--- config.mk ---
export PLATFORM = sky130hd
export DESIGN_NAME = imem_loader
export DESIGN_NICKNAME = d
export VERILOG_FILES = /design/src/rtl/imem_loader.sv
export SDC_FILE = /design/constraint.sdc
export NUM_CORES = 1
export LEC_CHECK = 0
export ABC_AREA = 1
export ABC_CLOCK_PERIOD_IN_PS = 2400
export BUFFER_PORTS_ARGS = -buffer_cell sky130_fd_sc_hd__buf_2
export CORE_MARGIN = 2
export CORE_UTILIZATION = 50
export DETAILED_ROUTE_END_ITERATION = 10
export PLACE_DENSITY_LB_ADDON = 0.08
export SYNTH_ARGS = -nofsm -noshare
export SYNTH_HDL_FRONTEND = slang
export SYNTH_SLANG_ARGS = --single-unit
export TNS_END_PERCENT = 20
--- constraint.sdc ---
create_clock -name clk -period 2.4 [get_ports clk]
set_input_delay 0.48 -clock clk [delete_from_list [all_inputs] [get_ports clk]]
set_output_delay 0.48 -clock clk [all_outputs]
set_load 0.1 [all_outputs]
--- src/rtl/imem_loader.sv ---
// Byte-stream instruction-memory loader: a little-endian word-count header followed by
// that many little-endian words, each written to consecutive word addresses from BASE_ADDR.
module imem_loader #(
  parameter logic [31:0] BASE_ADDR = 32'h0000_0000,
  parameter int          MAX_WORDS = 1024
) (
  input  logic        clk,
  input  logic        reset,
  input  logic        start_i,
  input  logic        byte_valid_i,
  input  logic [7:0]  byte_data_i,
  output logic        byte_ready_o,
  output logic [31:0] addr_imem_ram_o,
  output logic [31:0] wr_instr_imem_ram_o,
  output logic        wr_en_imem_ram_o,
  output logic        busy_o,
  output logic        done_o,
  output logic        error_o,
  output logic [10:0] words_written_o,
  output logic [2:0]  dbg_state
);

  // Handshake: a byte moves on a rising edge where byte_valid_i and byte_ready_o are both 1;
  // the producer holds byte_data_i stable while valid is high and ready is low.

  typedef enum logic [2:0] {
    S_IDLE  = 3'd0,
    S_HDR   = 3'd1,
    S_DATA  = 3'd2,
    S_WRITE = 3'd3,
    S_DONE  = 3'd4,
    S_ERROR = 3'd5
  } state_t;

  localparam logic [31:0] MAX_N = 32'(MAX_WORDS);

  state_t      state, state_nxt;
  logic [1:0]  byte_cnt;
  logic [23:0] asm_q;
  logic [31:0] n_words;
  logic [31:2] addr_q;
  logic [31:0] instr_q;
  logic [10:0] ww_q;
  logic        in_rx;
  logic        take;
  logic        last_byte;
  logic [31:0] full_word;
  logic [10:0] ww_inc;

  assign in_rx     = (state == S_HDR) || (state == S_DATA);
  assign take      = byte_valid_i && in_rx;
  assign last_byte = take && (byte_cnt == 2'd3);
  // Only meaningful on the 4th byte: the top lane comes straight from the bus.
  assign full_word = {byte_data_i, asm_q};
  assign ww_inc    = ww_q + 11'd1;

  always_comb begin
    state_nxt        = state;
    byte_ready_o     = 1'b0;
    wr_en_imem_ram_o = 1'b0;
    busy_o           = 1'b0;
    done_o           = 1'b0;
    error_o          = 1'b0;
    case (state)
      S_IDLE, S_DONE, S_ERROR: begin
        done_o  = (state == S_DONE);
        error_o = (state == S_ERROR);
        if (start_i) state_nxt = S_HDR;
      end
      S_HDR: begin
        byte_ready_o = 1'b1;
        busy_o       = 1'b1;
        if (last_byte) begin
          if (full_word == 32'd0)     state_nxt = S_DONE;
          else if (full_word > MAX_N) state_nxt = S_ERROR;
          else                        state_nxt = S_DATA;
        end
      end
      S_DATA: begin
        byte_ready_o = 1'b1;
        busy_o       = 1'b1;
        if (last_byte) state_nxt = S_WRITE;
      end
      S_WRITE: begin
        wr_en_imem_ram_o = 1'b1;
        busy_o           = 1'b1;
        state_nxt        = ({21'd0, ww_inc} == n_words) ? S_DONE : S_DATA;
      end
      default: state_nxt = S_IDLE;
    endcase
  end

  always_ff @(posedge clk) begin
    if (reset) begin
      state    <= S_IDLE;
      byte_cnt <= 2'd0;
      asm_q    <= 24'd0;
      n_words  <= 32'd0;
      addr_q   <= BASE_ADDR[31:2];
      instr_q  <= 32'd0;
      ww_q     <= 11'd0;
    end else begin
      state <= state_nxt;
      case (state)
        S_IDLE, S_DONE, S_ERROR: begin
          if (start_i) begin
            byte_cnt <= 2'd0;
            asm_q    <= 24'd0;
            addr_q   <= BASE_ADDR[31:2];
            ww_q     <= 11'd0;
          end
        end
        S_HDR, S_DATA: begin
          if (take) begin
            byte_cnt <= byte_cnt + 2'd1;
            case (byte_cnt)
              2'd0:    asm_q[7:0]   <= byte_data_i;
              2'd1:    asm_q[15:8]  <= byte_data_i;
              2'd2:    asm_q[23:16] <= byte_data_i;
              default: ;
            endcase
          end
          if (last_byte && state == S_HDR)  n_words <= full_word;
          if (last_byte && state == S_DATA) instr_q <= full_word;
        end
        S_WRITE: begin
          addr_q <= addr_q + 30'd1;
          ww_q   <= ww_inc;
        end
        default: ;
      endcase
    end
  end

  assign addr_imem_ram_o     = {addr_q, 2'b00};
  assign wr_instr_imem_ram_o = instr_q;
  assign words_written_o     = ww_q;
  assign dbg_state           = state;

endmodule

==> results of run 1 <==
==> final timing paths <==
kind | from | to | slack (ps) | cells after the start
worst max register to register | addr_q[2] | addr_q[28] | 250 | 11
worst max-delay path | dbg_state[0] | wr_en_imem_ram_o | 190 | 4
worst min-delay path | byte_data_i[4] | wr_instr_imem_ram_o[28] | 370 | 3
worst min register to register | n_words[29] | n_words[29] | 450 | 2
==> power by group through the flow <==
stage | Sequential, W | Clock (W) | Combinational (W)
3_5_place_dp | 0.00248 | 0 | 0.000709
2_1_floorplan | 0.00249 | 0 | 0.000498
5_1_grt | 0.00245 | 0.00267 | 0.000797
4_1_cts | 0.00244 | 0.00258 | 0.000712
3_3_place_gp | 0.00248 | 0 | 0.000700
6_report | 0.00244 | 0.00256 | 0.000716
==> flip-flops by register name, summed over array words and instances, names as in the netlist <==
name	cells
addr_q	30
asm_q	24
byte_cnt	2
dbg_state	3
n_words	32
words_written_o	11
wr_instr_imem_ram_o	32
==> worst max-delay path: cells and delay by family, from the launching register on <==
| family | cells | cell delay, ps |
|---|---|---|
| AND/OR/NAND/NOR | 1 | 200 |
| flip-flops | 1 | 390 |
| buffers and inverters | 3 | 700 |
==> synthesized netlist by cell type (7+ instances only) <==
| cell type | n | area [um2] |
|---|---|---|
| clkbuf_1 | 29 | 109 |
| nand3_1 | 85 | 425 |
| a21oi_1 | 111 | 556 |
| nand4_1 | 13 | 81.3 |
| inv_1 | 87 | 327 |
| dfxtp_1 | 134 | 2680 |
| o21ai_0 | 63 | 315 |
| inv_2 | 7 | 26.3 |
| nand2_1 | 190 | 713 |
| nor3_1 | 10 | 50.1 |
| buf_2 | 10 | 50.1 |
| nor2_1 | 77 | 289 |
==> metal layers <==
layer | part of all wire | global-route usage | vias to the layer above
met1 | 0.47 | 0.326 | 2726
met5 | 0 | 0 | -
li1 | - | - | 3041
met3 | 0.057 | 0.0558 | 22
met2 | 0.46 | 0.402 | 170
met4 | 0.016 | 0.0992 | 0
==> per-stage QoR <==
stage	setup WS (ps)	total power [W]
after detailed placement	227	0.00319
after CTS	160	0.00573
final	188	0.00571
after floorplan	-398	0.00299
after global placement	345	0.00318
after global routing	9.55	0.00592
==> cell type report <==
cell class | instances | area share
repair buffers | 108 | 0.0837
multi-input cells | 598 | 0.394
well taps | 147 | 0.0252
inverters | 94 | 0.0484
flip-flops and latches | 134 | 0.369
clock inverters | 12 | 0.0175
clock buffers | 20 | 0.0626
==> placed cells by master, fill, tap and decap left out, drive strengths merged <==
| cell | Yosys | final |
|---|---|---|
| conb | 1 | 2 |
| xor2 | 1 | 1 |
| nand4 | 13 | 13 |
| nand3 | 86 | 86 |
| buf | 12 | 108 |
| a22oi | 2 | 2 |
| o22ai | 1 | 1 |
| nand2 | 191 | 191 |
| dfxtp | 134 | 134 |
| inv | 94 | 95 |
| a21boi | 1 | 1 |
| nor4 | 6 | 6 |
| a311oi | 1 | 1 |
| nand3b | 3 | 3 |
| o221ai | 1 | 1 |
| a221oi | 4 | 4 |
| nor3b | 1 | 1 |
| a211oi | 6 | 6 |
| nor3 | 14 | 14 |
| o211a | 1 | 1 |
| ha | 6 | 6 |
| bufinv | 0 | 2 |
| clkinvlp | 0 | 5 |
| nor2 | 78 | 78 |
| clkinv | 0 | 4 |
| and2 | 1 | 1 |
| or2 | 1 | 1 |
| o21ai | 66 | 66 |
| a21oi | 111 | 111 |
| xnor2 | 1 | 1 |
| clkbuf | 30 | 20 |
==> cells by family (layout without fill, tap and decap cells) <==
kind of cell / after synthesis / count (layout)
flip-flops: 134 / 134
AND/OR/NAND/NOR: 394 / 394
buffers and inverters: 136 / 234
AO/OA/AOI/OAI: 194 / 194
adder cells (fa/ha/maj): 6 / 6
XOR/XNOR: 2 / 2
other: 1 / 2
==> repair_timing <==
item,CTS,global route
endpoints found under the hold margin,0,0
resized for setup,0,2
setup endpoints to repair,0,9
==> out/results.tsv, run 1 <==
metric	value	unit
synth-compound-area-share	0.170	
clock_tree.root_cell	clkbuf_16	
postRouteAntennaNets	0	
ys.flop_type	dfxtp_1	
multiInputGateArea	2870	um2
endpoint_kind	output port	
wl_per_cell	14.0	um
cts_hold_buf	0	
final_cells	1113	
synth-simple-area-share	0.283	
finalClockSkew	12.5	ps
synth_mux_area_frac	0	
num_rows	40	
synth_xor_area_frac	0.00290	
rsz0062_at_grt	no	
dp_hpwl	11100	um
period_share	0.922	
crit_path_start_kind	flip-flop	
p_seq_frac	0.427	
crit_type	reg2out	
cts_sinks	134	
cts.path.max_buffers	2	
synthAdderAreaFrac	0.0124	
synth_cells	867	
fin_util	0.613	
worstMarginPinSlew	857	ps
final_hold_viol_count	0	
grt_pass1_vias	5456	
grt_pass1_wl	25900	um
die_y	114	um
numCtsBuffers	17	
maxCapViolCount	0	
clk_pin_slew	50	ps
syn_avg_cell_area	6.97	um2
synth_top_family_by_area	simple AND/OR/NAND/NOR gates	
drtIter0Drc	494	
die_w	114	um
setup_tns	0	ps
drive_gt1_frac	0.168	
area_growth	20.7	%
dr.pass1.iters	5	
outcome	finished clean	
synth_edf_count	0	
totalWireLength	15600	um
cp_slowest_cell	dfxtp_4	
arrival	1730	ps
ys_seq_elements	134	
globalplace.congestion	0.884	
timing.fmax	0.452	GHz
path_cells	inv_2 > nor3_4 > buf_4 > buf_12	
htree_num_levels	4	
syn_area	6040	um2
yosysWarnings	0	
grt_overflow	0	
p_switching	0.00162	W
port-buffer-count	92	
grtUsageTotal	0.249	
drc_errors	0	
max_stage_delay	390	ps
regArea	2690	um2
comb_power_share	0.125	
post_cts_buffers	0	
grt_antenna_before_repair	0	
dpl_cell_area	6710	um2
hold_ws	373	ps
drv_slew	0	
ys_seq_area_frac	0.444	
ys_async_sr_fraction	0	
diodes	0	
cp.required	1920	ps
p_leak	2.97	nW
start_util	0.507	
yosysUniqueCellTypes	38	
hp-class	in2reg	
finalNetCount	971	
nFillCells	1113	
vias_per_cell	5.35	
dp_cells	1081	
grt_max_degree	47	
vdd_drop_max	0.423	mV
critical_path.max_fanout	35	
maxSlewHeadroom	0.425	
clock_latency	430	ps
internal_power	0.00409	W
p_per_area	782	nW/um2
pin_count	95	
vias	5959	
core	11900	um2
final_area	7300	um2
clock_power_share	0.448	
final-setup-viol-count	0	
die_area	13000	um2
post-route-min-period	2210	ps
switching_share	0.284	
cts_tree	done	
Note: power is estimated with default switching activity, not from simulation.
==> run 2: changes to the inputs <==
--- a/config.mk
+++ b/config.mk
@@ -9,7 +9,7 @@
 export ABC_CLOCK_PERIOD_IN_PS = 2400
 export BUFFER_PORTS_ARGS = -buffer_cell sky130_fd_sc_hd__buf_2
 export CORE_MARGIN = 2
-export CORE_UTILIZATION = 50
+export CORE_UTILIZATION = 35
 export DETAILED_ROUTE_END_ITERATION = 10
 export PLACE_DENSITY_LB_ADDON = 0.08
 export SYNTH_ARGS = -nofsm -noshare
==> out/results.tsv, run 2 (synthesis results as in run 1) <==
metric	value	unit	change
grt_overflow	0		unchanged
p_leak	2.95	nW	-0.65%
cts.path.max_buffers	2		unchanged
final-setup-viol-count	0		unchanged
pin_count	95		unchanged
die_y	135	um	+19%
worstMarginPinSlew	712	ps	-144 ps
globalplace.congestion	0.789		-11%
postRouteAntennaNets	0		unchanged
p_seq_frac	0.424		-0.003
clock_power_share	0.448		about the same
whs_path_depth	3		unchanged
layout_setup_ws	187	ps	-0.608 ps
crit_path_start_kind	flip-flop		
drc_errors	0		unchanged
grt_pass1_vias	5386		-1.3%
arrival	1730	ps	about the same
total_power	0.00575	W	+0.73%
dp_hpwl	12000	um	+8.1%
final_hold_viol_count	0		unchanged
vdd_drop_max	0.506	mV	+20%
cts_sinks	134		unchanged
clock_latency	420	ps	about the same
wl_per_cell	14.4	um	+3.0%
vias_per_cell	4.83		-9.8%
post-route-min-period	2210	ps	+0.608 ps
clock_tree.root_cell	clkbuf_16		
cp.required	1920	ps	about the same
die_w	135	um	+19%
max_stage_delay	400	ps	about the same
num_rows	48		+20%
internal_power	0.00404	W	-1.0%
grtUsageTotal	0.193		-0.0560
drive_gt1_frac	0.172		+0.00396
die_area	18300	um2	+41%
comb_power_share	0.127		+0.002
finalClockSkew	7.73	ps	-4.73 ps
hp-class	in2reg		
grt_antenna_before_repair	0		unchanged
port-buffer-count	92		unchanged
dr.pass1.iters	5		unchanged
drtIter0Drc	338		-32%
area_growth	22.5	%	
timing.fmax	0.452	GHz	about the same
diodes	0		unchanged
mostFrequentLayoutCell	nand2_1		
p_switching	0.00171	W	+5.2%
critical_path.max_fanout	26		-26%
rsz0062_at_grt	yes		
start_util	0.353		-0.154
switching_share	0.297		+0.0126
outcome	finished clean		
p_per_area	777	nW/um2	-0.72%
maxCapViolCount	0		unchanged
vias	5758		-3.4%
hold_ws	375	ps	+1.71 ps
finalNetCount	972		+0.10%
core	17100	um2	+44%
period_share	0.922		about the same
final_cell_mix	nand2_1 (189), dfxtp_1 (131), a21oi_1 (110)		
cts_tree	done		
pre_cts_ws	141	ps	-85.5 ps
clk_pin_slew	60	ps	about the same
endpoint_kind	output port		
maxSlewHeadroom	0.525		+0.100
reg2reg_depth	11		unchanged
crit_type	reg2out		
path_cells	inv_2 > nor3_4 > buf_4 > buf_12		
numCtsBuffers	17		unchanged
grt_pass1_wl	28100	um	+8.4%
cts_hold_buf	0		unchanged
htree_num_levels	4		unchanged
grt_max_degree	63		+34%
cp_slowest_cell	dfxtp_4		
totalWireLength	17200	um	+10%
drv_slew	0		unchanged
-- run 2: cell types whose count changed in the layout (fill, tap and decap cells not counted), moves of 2 or more --
cell,before,now
nor2_2,1,3
nor2_1,77,75
clkbuf_8,2,0
clkinv_4,1,3
inv_6,0,2
clkinv_2,3,1
-- run 2: final cells by class --
class,count,area [um2]
Timing Repair Buffer,109,618
Tap cell,225,282
Sequential cell,134,2690
Multi-Input combinational cell,598,2880
Clock inverter,14,154
Inverter,94,353
Fill cell,1825,9710
Clock buffer,18,429
-- run 2: final timing paths --
path | start | to | slack [ps]
worst max register to register | addr_q[2] | addr_q[28] | 210
worst min-delay path | byte_data_i[2] | wr_instr_imem_ram_o[26] | 380
worst max-delay path | dbg_state[0] | wr_en_imem_ram_o | 190
worst min register to register | wr_instr_imem_ram_o[3] | wr_instr_imem_ram_o[3] | 450
-- run 2: metrics by stage --
step | instance area (um2) | cells | TNS [ps] | utilization
6_report | 7400 | 1192 | 0 | 0.433
5_1_grt | 7400 | 1192 | -14.4 | 0.433
4_1_cts | 7390 | 1192 | 0 | 0.432
3_5_place_dp | 6810 | 1160 | 0 | 0.398
3_3_place_gp | 6810 | 1160 | 0 | 0.398
2_1_floorplan | 6090 | 868 | -2660 | -
-- run 2: per-layer routing --
| layer | track usage | up-vias | wire, um |
|---|---|---|---|
| met2 | 0.306 | 107 | 7730 |
| met5 | 0 | - | 0 |
| li1 | - | 3042 | - |
| met1 | 0.267 | 2592 | 8550 |
| met4 | 0.0509 | 0 | 198 |
| met3 | 0.0434 | 17 | 714 |
-- run 2: power by group through the flow --
stage	registers, W	clock network [W]	logic, W
floorplan	0.00249	0	0.000498
global placement	0.00249	0	0.000730
detailed placement	0.00249	0	0.000726
CTS	0.00244	0.00264	0.000731
global route	0.00246	0.00274	0.000818
finish	0.00244	0.00258	0.000733
-- run 2: what timing repair did --
item | in CTS | in global routing
endpoints found under the hold margin | 0 | 0
gates resized for setup | 0 | 4
setup buffers | 0 | 0
endpoints found under the setup margin | 0 | 10
-- run 2: worst max-delay path, delay by kind of cell, from the launching register on --
family        cells  cell delay [ps]
simple gates      1              240
buf+inv           3              670
flops             1              400
==> run 3: changes to the inputs <==
==> constraint.sdc (replaced) <==
create_clock -name clk -period 2.4 [get_ports clk]
set_input_delay 0.48 -clock clk [delete_from_list [all_inputs] [get_ports clk]]
set_output_delay 0.48 -clock clk [all_outputs]
set_load 0.05 [all_outputs]
==> out/results.tsv, run 3 (synthesis results as in run 1) <==
metric	value	unit	change
outcome	finished clean		
nFillCells	1847		+1.2%
p_seq_frac	0.421		-0.003
numCtsBuffers	17		unchanged
p_switching	0.00162	W	-4.9%
mostFrequentLayoutCell	nand2_1		
path_buf_inv	3		unchanged
p_leak	3.01	nW	+1.8%
final_cells	1192		unchanged
port-buffer-count	92		unchanged
total_power	0.00579	W	+0.75%
final_cell_mix	nand2_1 (189), dfxtp_1 (132), a21oi_1 (111)		
drv_slew	0		unchanged
clock_power_share	0.469		+0.021
die_area	18300	um2	unchanged
core	17100	um2	unchanged
grtUsageTotal	0.191		-0.00266
drtIter0Drc	338		unchanged
die_y	135	um	unchanged
rsz0062_at_grt	no		
clock_latency	430	ps	about the same
maxCapViolCount	0		unchanged
post-route-min-period	2240	ps	+29.9 ps
worstMarginPinSlew	564	ps	-148 ps
globalplace.congestion	0.826		+4.7%
vias	5723		-0.61%
clk_pin_slew	60	ps	about the same
cp_slowest_cell	dfxtp_2		
maxSlewHeadroom	0.624		+0.0986
dp_hpwl	11900	um	-0.55%
grt_antenna_before_repair	0		unchanged
critical_path.max_fanout	35		+35%
period_share	0.934		+0.0124
timing.fmax	0.446	GHz	-1.3%
final-setup-viol-count	0		unchanged
area_growth	22.9	%	
diodes	0		unchanged
post_cts_buffers	0		unchanged
vias_per_cell	4.80		-0.61%
max_stage_delay	400	ps	about the same
path_cells	inv_2 > nor3_4 > buf_6 > buf_2		
start_util	0.353		unchanged
pin_count	95		unchanged
hold_ws	362	ps	-12.7 ps
die_w	135	um	unchanged
setup_tns	0	ps	unchanged
internal_power	0.00417	W	+3.1%
finalClockSkew	20.8	ps	+13.1 ps
final_hold_viol_count	0		unchanged
path_delay_family	buffers and inverters		
switching_share	0.280		-0.0167
cts_sinks	134		unchanged
num_rows	48		unchanged
cts_tree	done		
pre_cts_ws	204	ps	+62.4 ps
postRouteAntennaNets	0		unchanged
totalWireLength	17200	um	-0.19%
finalNetCount	972		unchanged
dp_cells	1160		unchanged
grt_pass1_wl	27400	um	-2.4%
cp.required	1920	ps	about the same
grt_pass1_vias	5286		-1.9%
vdd_drop_max	0.528	mV	+4.3%
drive_gt1_frac	0.169		-0.00310
hp-class	in2reg		
p_per_area	780	nW/um2	+0.39%
clock_tree.root_cell	clkbuf_16		
arrival	1760	ps	+30 ps
cts.path.max_buffers	2		unchanged
grt_max_degree	54		-14%
crit_path_start_kind	flip-flop		
wl_per_cell	14.4	um	-0.19%
endpoint_kind	output port		
comb_power_share	0.110		-0.017
drc_errors	0		unchanged
crit_type	reg2out		
layout_setup_ws	157	ps	-29.9 ps
dr.pass1.iters	5		unchanged
grt_overflow	0		unchanged
htree_num_levels	4		unchanged
-- run 3: path summary, 6_finish.rpt --
kind | end | start | slack [ps] | depth (start not counted)
max | wr_en_imem_ram_o | dbg_state[0] | 160 | 4
max reg2reg | addr_q[28] | addr_q[3] | 290 | 11
min | wr_instr_imem_ram_o[30] | byte_data_i[6] | 360 | 3
min reg2reg | n_words[11] | n_words[11] | 450 | 2
-- run 3: worst reg2reg max path, stage by stage (launching register included) --
cell and delay, ps:
dfxtp_1 380, ha_1 220, nand4_1 190, nor2_2 180, nand2_1 100, nor3_4 180, nand2_1 140, nor2_4 150
nand3_2 120, nor2_1 140, nand3_1 90, a21boi_1 130
-- run 3: through the flow --
stage | instance area, um2 | util
2_1_floorplan | 6060 | -
3_3_place_gp | 6790 | 0.397
3_5_place_dp | 6790 | 0.397
4_1_cts | 7410 | 0.433
5_1_grt | 7430 | 0.434
6_report | 7430 | 0.434
-- run 3: area by class of cell --
| cell class | instances | area, um2 | area share |
|---|---|---|---|
| Sequential cell | 134 | 2690 | 0.361 |
| Timing Repair Buffer | 109 | 629 | 0.0847 |
| Clock buffer | 18 | 439 | 0.0591 |
| Clock inverter | 14 | 176 | 0.0237 |
| Inverter | 94 | 353 | 0.0475 |
| Tap cell | 225 | 282 | 0.0379 |
| Multi-Input combinational cell | 598 | 2870 | 0.386 |
-- run 3: power by group through the flow --
stage,combinational [W],sequential (W),clock [W]
3_3_place_gp,0.000644,0.00249,0
5_1_grt,0.000727,0.00245,0.00288
4_1_cts,0.000644,0.00244,0.00279
6_report,0.000640,0.00244,0.00272
3_5_place_dp,0.000639,0.00249,0
2_1_floorplan,0.000440,0.00246,0
-- run 3: timing repair --
action | CTS | global route
endpoints found under the setup margin | 0 | 5
hold endpoints to repair | 0 | 0
gates resized for setup | 0 | 5
hold buffers | 0 | 0
-- run 3: routing by layer --
layer  wire (um)  share of wire  global-route usage  vias up
met5           0              0                   0        -
met4          80         0.0047              0.0550        0
met3         864          0.050              0.0505        6
met2        7800           0.45               0.301      121
met1        8410           0.49               0.257     2559
li1            -              -                   -     3037
